**src/rtl/psdram_pkg.sv**
```systemverilog
`default_nettype none
// ============================================================================
//  Module      : psdram_pkg
//  Description : Shared types and default timing constants for the PSDRAM
//                arbiter: FSM state encoding, requester identifiers, and
//                default access/recovery/burst settings.
//  Revision    : 1.0 - initial release
// ============================================================================
package psdram_pkg;

    // Sequencer states
    typedef enum logic [1:0] {
        ST_IDLE    = 2'd0,
        ST_ACCESS  = 2'd1,
        ST_RECOVER = 2'd2
    } state_t;

    // Requester identity of the granted / in-flight transaction
    typedef enum logic {
        REQ_RD = 1'b0,
        REQ_WR = 1'b1
    } req_id_t;

    // Default timing at 50 MHz: 4 x 20 ns = 80 ns covers 70 ns tAA/tWP
    localparam int unsigned DEF_ACCESS_CYCLES   = 4;
    localparam int unsigned DEF_RECOVERY_CYCLES = 1;
    localparam int unsigned DEF_MAX_RD_BURST    = 8;

endpackage
`default_nettype wire

```
**src/rtl/psdram_grant_sel.sv**
```systemverilog
`default_nettype none
// ============================================================================
//  Module      : psdram_grant_sel
//  Description : Priority decision between the video read port and the UART
//                write port. Reads win by default. When the macro
//                PSDRAM_ARB_STARVE_GUARD_EN is defined, a counter of read
//                grants issued while a write waits forces a write grant once
//                it reaches MAX_RD_BURST.
//  Ports       : clk, nRst          - clock, async active-low reset
//                rd_req, wr_req    - qualified requests
//                take              - a grant is consumed this cycle (IDLE)
//                grant_valid       - some requester is present
//                grant_id          - which requester would be granted
//  Revision    : 1.0 - initial release
// ============================================================================
module psdram_grant_sel
    import psdram_pkg::*;
#(
    parameter int unsigned MAX_RD_BURST = DEF_MAX_RD_BURST
) (
    input  logic    clk,
    input  logic    nRst,
    input  logic    rd_req,
    input  logic    wr_req,
    input  logic    take,
    output logic    grant_valid,
    output req_id_t grant_id
);

    assign grant_valid = rd_req | wr_req;

`ifdef PSDRAM_ARB_STARVE_GUARD_EN
    localparam int unsigned BURST_W = $clog2(MAX_RD_BURST + 1);

    logic [BURST_W-1:0] burst_cnt;
    logic               starved;

    assign starved = (burst_cnt >= BURST_W'(MAX_RD_BURST));

    always_comb begin
        grant_id = REQ_RD;
        if (wr_req && (!rd_req || starved)) begin
            grant_id = REQ_WR;
        end
    end

    // Counts read grants only while a write is waiting; any write grant or
    // an absent write request restarts the count.
    always_ff @(posedge clk or negedge nRst) begin
        if (!nRst) begin
            burst_cnt <= '0;
        end else if (!wr_req) begin
            burst_cnt <= '0;
        end else if (take) begin
            if (grant_id == REQ_WR) begin
                burst_cnt <= '0;
            end else if (!starved) begin
                burst_cnt <= burst_cnt + 1'b1;
            end
        end
    end
`else
    // Strict read priority: a write is granted only with no read pending.
    always_comb begin
        grant_id = REQ_RD;
        if (wr_req && !rd_req) begin
            grant_id = REQ_WR;
        end
    end

    logic unused_ok;
    assign unused_ok = &{1'b0, clk, nRst, take, MAX_RD_BURST[0]};
`endif

endmodule
`default_nettype wire

```
**src/rtl/psdram_arbiter.sv**
```systemverilog
`default_nettype none
// ============================================================================
//  Module      : psdram_arbiter
//  Description : Two-port arbiter and asynchronous cycle sequencer for a
//                16-bit pseudo-static DRAM. Grants the video read port or the
//                UART write port, drives registered CE/OE/WE/UB/LB strobes for
//                ACCESS_CYCLES, holds all strobes high for RECOVERY_CYCLES,
//                and returns a one-cycle RdAck/WrAck.
//                Optional feature macro: PSDRAM_ARB_STARVE_GUARD_EN (read
//                burst limit while a write waits, see psdram_grant_sel).
//  Ports       : clk, nRst                      - clock, async active-low reset
//                RdReq/RdAdr/RdData/RdAck       - video read port
//                WrReq/WrAdr/WrData/WrByteEn/WrAck - UART write port
//                Busy                           - sequencer not idle
//                nRamCE/nMemOE/nMemWR/nRamUB/nRamLB - PSDRAM strobes
//                MemAdr, MemDataOut, MemDataOe, MemDataIn - PSDRAM bus
//                RamADV/RamClk/RamCRE           - tied low (async mode)
//  Revision    : 1.0 - initial release
// ============================================================================
module psdram_arbiter
    import psdram_pkg::*;
#(
    parameter int unsigned ACCESS_CYCLES   = DEF_ACCESS_CYCLES,
    parameter int unsigned RECOVERY_CYCLES = DEF_RECOVERY_CYCLES,
    parameter int unsigned MAX_RD_BURST    = DEF_MAX_RD_BURST
) (
    input  logic        clk,
    input  logic        nRst,
    input  logic        RdReq,
    input  logic [22:0] RdAdr,
    output logic [15:0] RdData,
    output logic        RdAck,
    input  logic        WrReq,
    input  logic [22:0] WrAdr,
    input  logic [15:0] WrData,
    input  logic [1:0]  WrByteEn,
    output logic        WrAck,
    output logic        Busy,
    output logic        nRamCE,
    output logic        nMemOE,
    output logic        nMemWR,
    output logic        nRamUB,
    output logic        nRamLB,
    output logic [22:0] MemAdr,
    output logic [15:0] MemDataOut,
    output logic        MemDataOe,
    input  logic [15:0] MemDataIn,
    output logic        RamADV,
    output logic        RamClk,
    output logic        RamCRE
);

    localparam int unsigned MAX_CYC = (ACCESS_CYCLES > RECOVERY_CYCLES) ?
                                      ACCESS_CYCLES : RECOVERY_CYCLES;
    localparam int unsigned CNT_W   = (MAX_CYC > 1) ? $clog2(MAX_CYC) : 1;
    localparam logic [CNT_W-1:0] ACC_LOAD = CNT_W'(ACCESS_CYCLES - 1);
    localparam logic [CNT_W-1:0] REC_LOAD = CNT_W'(RECOVERY_CYCLES - 1);

    state_t           state_q, state_d;
    logic [CNT_W-1:0] cnt_q, cnt_d;
    req_id_t          cur_q, cur_d;

    logic        ce_d, oe_d, wr_d, ub_d, lb_d, pad_oe_d;
    logic [22:0] adr_d;
    logic [15:0] dout_d, rd_data_d;
    logic        rd_ack_d, wr_ack_d;

    logic        take;
    logic        grant_valid;
    req_id_t     grant_id;
    logic        wr_req_q;

    // A zero-byte-enable write is acknowledged while still in IDLE; masking
    // the request during that ack cycle keeps it from being served twice.
    assign wr_req_q = WrReq & ~WrAck;

    psdram_grant_sel #(
        .MAX_RD_BURST (MAX_RD_BURST)
    ) u_grant_sel (
        .clk         (clk),
        .nRst        (nRst),
        .rd_req      (RdReq),
        .wr_req      (wr_req_q),
        .take        (take),
        .grant_valid (grant_valid),
        .grant_id    (grant_id)
    );

    assign Busy   = (state_q != ST_IDLE);
    assign RamADV = 1'b0;
    assign RamClk = 1'b0;
    assign RamCRE = 1'b0;

    // State and pin registers
    always_ff @(posedge clk or negedge nRst) begin
        if (!nRst) begin
            state_q    <= ST_IDLE;
            cnt_q      <= '0;
            cur_q      <= REQ_RD;
            nRamCE     <= 1'b1;
            nMemOE     <= 1'b1;
            nMemWR     <= 1'b1;
            nRamUB     <= 1'b1;
            nRamLB     <= 1'b1;
            MemAdr     <= '0;
            MemDataOut <= '0;
            MemDataOe  <= 1'b0;
            RdData     <= '0;
            RdAck      <= 1'b0;
            WrAck      <= 1'b0;
        end else begin
            state_q    <= state_d;
            cnt_q      <= cnt_d;
            cur_q      <= cur_d;
            nRamCE     <= ce_d;
            nMemOE     <= oe_d;
            nMemWR     <= wr_d;
            nRamUB     <= ub_d;
            nRamLB     <= lb_d;
            MemAdr     <= adr_d;
            MemDataOut <= dout_d;
            MemDataOe  <= pad_oe_d;
            RdData     <= rd_data_d;
            RdAck      <= rd_ack_d;
            WrAck      <= wr_ack_d;
        end
    end

    // Next-state and next-pin logic
    always_comb begin
        state_d   = state_q;
        cnt_d     = cnt_q;
        cur_d     = cur_q;
        ce_d      = nRamCE;
        oe_d      = nMemOE;
        wr_d      = nMemWR;
        ub_d      = nRamUB;
        lb_d      = nRamLB;
        adr_d     = MemAdr;
        dout_d    = MemDataOut;
        pad_oe_d  = MemDataOe;
        rd_data_d = RdData;
        rd_ack_d  = 1'b0;
        wr_ack_d  = 1'b0;
        take      = 1'b0;

        case (state_q)
            ST_IDLE: begin
                if (grant_valid) begin
                    take = 1'b1;
                    if (grant_id == REQ_RD) begin
                        adr_d    = RdAdr;
                        ce_d     = 1'b0;
                        oe_d     = 1'b0;
                        wr_d     = 1'b1;
                        ub_d     = 1'b0;
                        lb_d     = 1'b0;
                        pad_oe_d = 1'b0;
                        cnt_d    = ACC_LOAD;
                        cur_d    = REQ_RD;
                        state_d  = ST_ACCESS;
                    end else if (WrByteEn == 2'b00) begin
                        // Nothing to write: acknowledge without a bus cycle
                        wr_ack_d = 1'b1;
                    end else begin
                        adr_d          = WrAdr;
                        dout_d         = WrData;
                        ce_d           = 1'b0;
                        oe_d           = 1'b1;
                        wr_d           = 1'b0;
                        {ub_d, lb_d}   = ~WrByteEn;
                        pad_oe_d       = 1'b1;
                        cnt_d          = ACC_LOAD;
                        cur_d          = REQ_WR;
                        state_d        = ST_ACCESS;
                    end
                end
            end

            ST_ACCESS: begin
                if (cnt_q == '0) begin
                    if (cur_q == REQ_RD) begin
                        rd_data_d = MemDataIn;
                        rd_ack_d  = 1'b1;
                    end else begin
                        wr_ack_d  = 1'b1;
                    end
                    ce_d    = 1'b1;
                    oe_d    = 1'b1;
                    wr_d    = 1'b1;
                    ub_d    = 1'b1;
                    lb_d    = 1'b1;
                    cnt_d   = REC_LOAD;
                    state_d = ST_RECOVER;
                end else begin
                    cnt_d = cnt_q - 1'b1;
                end
            end

            ST_RECOVER: begin
                // Pad enable stays as-is here so write data is held through
                // the recovery gap.
                if (cnt_q == '0) begin
                    pad_oe_d = 1'b0;
                    state_d  = ST_IDLE;
                end else begin
                    cnt_d = cnt_q - 1'b1;
                end
            end

            default: begin
                state_d = ST_IDLE;
            end
        endcase
    end

endmodule
`default_nettype wire
```
**config.mk**
```make
export PLATFORM = sky130hd
export DESIGN_NAME = psdram_arbiter
export DESIGN_NICKNAME = d
export VERILOG_FILES = /design/src/rtl/psdram_pkg.sv /design/src/rtl/psdram_grant_sel.sv /design/src/rtl/psdram_arbiter.sv
export SDC_FILE = /design/constraint.sdc
export NUM_CORES = 1
export LEC_CHECK = 0
export CORE_UTILIZATION = 41
export CTS_BUF_LIST = sky130_fd_sc_hd__clkbuf_4 sky130_fd_sc_hd__clkbuf_8
export DETAILED_ROUTE_END_ITERATION = 10
export PLACE_DENSITY = 0.82
export RECOVER_POWER = 100
export SYNTH_ARGS = -nofsm -noshare
export SYNTH_HDL_FRONTEND = slang
export SYNTH_SLANG_ARGS = --single-unit
```
**constraint.sdc**
```tcl
create_clock -name clk -period 2.3 [get_ports clk]
set_input_delay 0.46 -clock clk [delete_from_list [all_inputs] [get_ports clk]]
set_output_delay 0.46 -clock clk [all_outputs]
set_load 0.03 [all_outputs]
```
; Word-level counts from Yosys, hierarchy flattened
; Cells that the tools add are included.
[word_totals]
register_bits = 68
latchBits = 0
ram_bits = 0
mem_bits_ro = 0
input_bits = 84
output_inout_bits = 67
wordCells = 91
memories = 0
[op_classes]
n_addsub = 1
n_mul = 0
div = 0
magnitude_cmp = 0
eq_ne = 8
shifts = 0
mux = 46
n_bitwise = 6
reduce_logical = 16
[op_table]
columns = op, count
row1 = 23-bit 2-to-1 mux, 2
row2 = 1-bit 2-to-1 mux, 25
row3 = 2-bit 2-to-1 mux, 10
row4 = 4-bit AND reduction, 5
row5 = 1-bit one-hot mux with 2 select lines, 7
row6 = 2-bit one-hot mux with 3 select lines, 2
row7 = 2-bit != test (second input constant), 5
row8 = 2-bit logical NOT, 3
row9 = 3-bit AND reduction, 2
row10 = 2-bit nonzero test, 3
row11 = 3-bit != test (second input constant), 1
row12 = 1-bit NOT, 3
row13 = 3-bit nonzero test, 1
row14 = 2-bit by 1-bit == test with 1-bit output (second input constant), 1
row15 = 2-bit == test (second input constant), 1
row16 = 2-bit NOT, 1
row17 = 2-bit by 1-bit subtractor with 2-bit output (second input constant), 1
row18 = 1-bit bitwise AND, 1
row19 = 1-bit logical AND, 1
row20 = 1-bit logical NOT, 1
row21 = 1-bit OR, 1

; Logic depth before layout (Yosys ltp)
[logic_depth]
ltp_word = 7
ltp_mapped = 8
depth_no_buf = 6

; Cells and area by module
; From an unflattened synthesis, not the netlist that was laid out.
[hier_totals]
cells_unflattened = 253
area_unflattened_um2 = 3193.1
[by_module_without_submodules]
columns = mod, instances, cells_each, area_each_um2, seq_area_each_um2
row1 = psdram_arbiter, 1, 251, 3180.6, 1707.9
row2 = psdram_grant_sel, 1, 2, 12.5, 0.0

; Least setup slack after synthesis
; Ideal clock, no wire load.
[synth_path]
path_type = register to register
from = reg state_q[0]
to = reg MemDataOut[0]
setup_time_ps = 125
arrival_time_ps = 1685
required_time_ps = 2175
path_slack_ps = 490
stages_incl_launch_ff = 8
path_buffers = 2
period_less_slack_ps = 1810
cell_sequence = dfrtp_1 -> inv_1 -> ha_1 -> nand2b_2 -> or3_1 -> buf_6 -> buf_6 -> mux2_4
[synth_between]
elab_chain_len = 2
[synth_lines]
columns = item, line_no
row1 = from (decl), psdram_arbiter.sv:59  ; state_t state_q, state_d;
row2 = from (signal assigned), psdram_arbiter.sv:112  ; state_q <= state_d;
row3 = 2-bit logical NOT, psdram_arbiter.sv:147  ; case (state_q)
row4 = 4-bit AND reduction (no line), n/a
row5 = to (signal assigned), psdram_arbiter.sv:121  ; MemDataOut <= dout_d;
row6 = to (decl), psdram_arbiter.sv:45  ; output logic [15:0] MemDataOut,
; No other way between the ends.
; A chain may end at the register's enable or synchronous reset.

; Final worst setup path
[layout_path]
from = reg nMemOE
to = out nMemOE
[layout_rtl]
columns = item, line_no
row1 = from (decl), psdram_arbiter.sv:40  ; output logic nMemOE,
row2 = from (signal assigned), psdram_arbiter.sv:101  ; nMemOE <= 1'b1;
row3 = from (signal assigned), psdram_arbiter.sv:116  ; nMemOE <= oe_d;
; No word-level cell between the ends.

==> results.sh <==
export IMPL_synth_flop_cell="dfrtp_1"
export IMPL_drive_gt1_share_pct=11.9
export IMPL_worstMarginPinSlew_ps=1290
export IMPL_grt_overflow=0
export IMPL_finalHoldViolations=0
export IMPL_critPathCaptureType="output pin"
export IMPL_antenna_found_initial=0
export IMPL_crit_buf_inv=1
export IMPL_drt_pass1_iter_count=4
export IMPL_numClockSinks=68
export IMPL_h_tree_depth=3
export IMPL_finalMaxSlewViolations=0
export IMPL_routed_wl_um=7750
export IMPL_grt_pass1_wl_um=12000
export IMPL_path_cells="dlygate4sd3_1"
export IMPL_power_density_nw_per_um2=1400
export IMPL_hpwl_um=5930
export IMPL_area_growth_pct=56.6
export IMPL_yosysSeqAreaShare_pct=56.4
export IMPL_fin_setup_tns_ps=0
export IMPL_slowest_delay_ps=760
export IMPL_hold_ws_ps=391
export IMPL_num_rows=30
export IMPL_antenna_cells=0
export IMPL_cts_buffer_depth=2
export IMPL_synth_xor_area_share_pct=0
export IMPL_synth_top_area_cell="dfrtp_1"
export IMPL_rsz0062_at_grt="no"
export IMPL_drtIter0Drc=68
export IMPL_fin_skew_ps=6.20
export IMPL_synth_most_common_cell="dfrtp_1"
export IMPL_synthTopCellsByArea="dfrtp_1 (52%), mux2_4 (7.9%), o22a_1 (7.8%), o21a_1 (6.9%), mux2_2 (6.0%)"
export IMPL_ios=151
export IMPL_startpoint_type="flip-flop"
export IMPL_numCtsBuffers=9
export IMPL_routabilityCongestion=0.842
export IMPL_netlist_instances=226
export IMPL_grt_max_degree=46
export IMPL_vias=2366
export IMPL_design_area_um2=4740
export IMPL_setup_violations_final=0
export IMPL_arrival_ps=1640
export IMPL_critPathKind="flip-flop to output pin"
export IMPL_place_area_um2=4620
export IMPL_chipWidth_um=87.9
export IMPL_fmax_mhz=477
export IMPL_ys_warn_count=0
export IMPL_cts_tree="built"
export IMPL_post_cts_buffers=0
export IMPL_die_area_um2=7730
export IMPL_io_buffers=147
export IMPL_synth_compound_area_share_pct=19.0
export IMPL_fin_crit_ps=2100
export IMPL_initial_utilization_pct=43.6
export IMPL_cp_top_family="buffers and inverters"
export IMPL_rr_startpoint="state_q[0]"
export IMPL_power_mw=6.63
export IMPL_fin_crit_sh_pct=91.2
export IMPL_critical_path_max_fanout=3
export IMPL_die_h_um=87.9
export IMPL_synthArstFlopShare_pct=100
export IMPL_synth_area_um2=3030
export IMPL_avgViaCountPerCell=4.92
export IMPL_coreArea_um2=6940
export IMPL_synthMuxAreaShare_pct=13.9
export IMPL_synth_cell_types=29
export IMPL_synth_top_cell_area_share_pct=52.1
export IMPL_clkLatencyLatePin_ps=330
export IMPL_synth_fa_ha_area_share_pct=2.89
export IMPL_post_route_util_pct=68.3
export IMPL_fin_nets=471
export IMPL_synth_edf_count=0
export IMPL_ir_worst_vdd_mv=0.772
export IMPL_maxCapViolCount=0
export IMPL_clockRootBuffer="clkbuf_8"
export IMPL_synth_top_family_by_area="compound AO/OA/AOI/OAI gates"
export IMPL_syn_mean_instance_area_um2=13.4
export IMPL_leakage_nw=1.96
export IMPL_slew_headroom_pct=14.3
export IMPL_status="completed"
export IMPL_hold_path_class="input port to async pin"
export IMPL_yosys_register_bits=68
export IMPL_ys_top_cells_by_count="dfrtp_1 (63), o21a_1 (28), o22a_1 (27)"
export IMPL_ant_nets=0
export IMPL_grt_pass1_vias=2406
export IMPL_cp_required_ps=1840
export IMPL_cp_startpoint="nMemOE"
export IMPL_routedWlPerCell_um=16.1
export IMPL_synth_simple_gate_area_share_pct=2.93
export IMPL_crit_slowest_cell="dlygate4sd3_1"
export IMPL_path_clk_slew_ps=70
export IMPL_drcViolationCount=0
export IMPL_grt_usage_pct=21.1
==> metal layers <==
layer  share of wire (%)  up-vias  GRT usage, %
met3                 5.5       19          4.15
met5                   0        -             0
li1                    -     1127             -
met1                  38     1135          24.2
met4                 3.3        0          11.2
met2                  53       85          37.2
==> area by class of cell <==
| type | instances | area (µm²) |
|---|---|---|
| fill | 526 | 2200 |
| sequential | 68 | 1710 |
| timing repair buffer | 156 | 1540 |
| multi-input combinational | 136 | 1130 |
| clock buffer | 9 | 124 |
| tap | 96 | 120 |
| clock inverter | 7 | 91.3 |
| inverter | 9 | 33.8 |
==> repair_timing <==
action / in CTS / in global routing
hold buffers: 0 / 0
endpoints found under the setup margin: 1 / 0
resized for setup: 1 / 0
==> through the flow <==
step,std cells,setup slack (ps)
detailed placement,465,60.9
finish,481,203
global placement,465,73.3
CTS,481,207
global route,481,69.8
floorplan,228,490
==> layout by cell type, fill, tap and decap left out, types with 2 or more instances in the layout <==
| master | count |
|---|---|
| ha_1 | 7 |
| inv_1 | 9 |
| mux2_2 | 16 |
| nor2_1 | 2 |
| clkbuf_1 | 3 |
| o21ai_0 | 5 |
| buf_4 | 3 |
| o21a_1 | 28 |
| o22a_1 | 27 |
| nor2b_1 | 2 |
| a211o_1 | 2 |
| a31oi_1 | 2 |
| nand3_1 | 3 |
| clkinv_2 | 3 |
| nand2_1 | 5 |
| bufinv_16 | 2 |
| mux2_1 | 16 |
| a21o_1 | 2 |
| clkdlybuf4s50_1 | 82 |
| conb_1 | 3 |
| dfrtp_1 | 63 |
| clkbuf_8 | 9 |
| dfstp_2 | 5 |
| dlygate4sd3_1 | 63 |
| a21oi_1 | 9 |
==> power breakdown <==
| group | internal [mW] | switching (mW) |
|---|---|---|
| clock network | 0.606 | 0.451 |
| registers | 1.80 | 0.291 |
| logic | 1.49 | 1.99 |
==> cell families (layout without fill, tap and decap cells) <==
group | Yosys count | after routing
compound gates | 77 | 77
other cells | 1 | 3
flops | 68 | 68
mux | 32 | 32
buf+inv | 24 | 181
simple gates | 17 | 17
fa+ha+maj | 7 | 7
==> final timing paths <==
kind	end	slack (ps)	cells past startpoint
min	state_q[0]	390	1
min reg2reg	MemAdr[11]	490	1
min in group clk	MemAdr[11]	490	1
max reg2reg	MemDataOut[3]	230	6
max in group asynchronous	MemAdr[3]	560	2
max	nMemOE	200	1
==> flip-flops by register name (all words and copies together) (netlist names), 2 cells and up <==
| register | flops |
|---|---|
| MemAdr | 23 |
| MemDataOut | 16 |
| RdData | 16 |
| cnt_q | 2 |
| state_q | 2 |
Note: power is estimated with default switching activity, not from simulation.
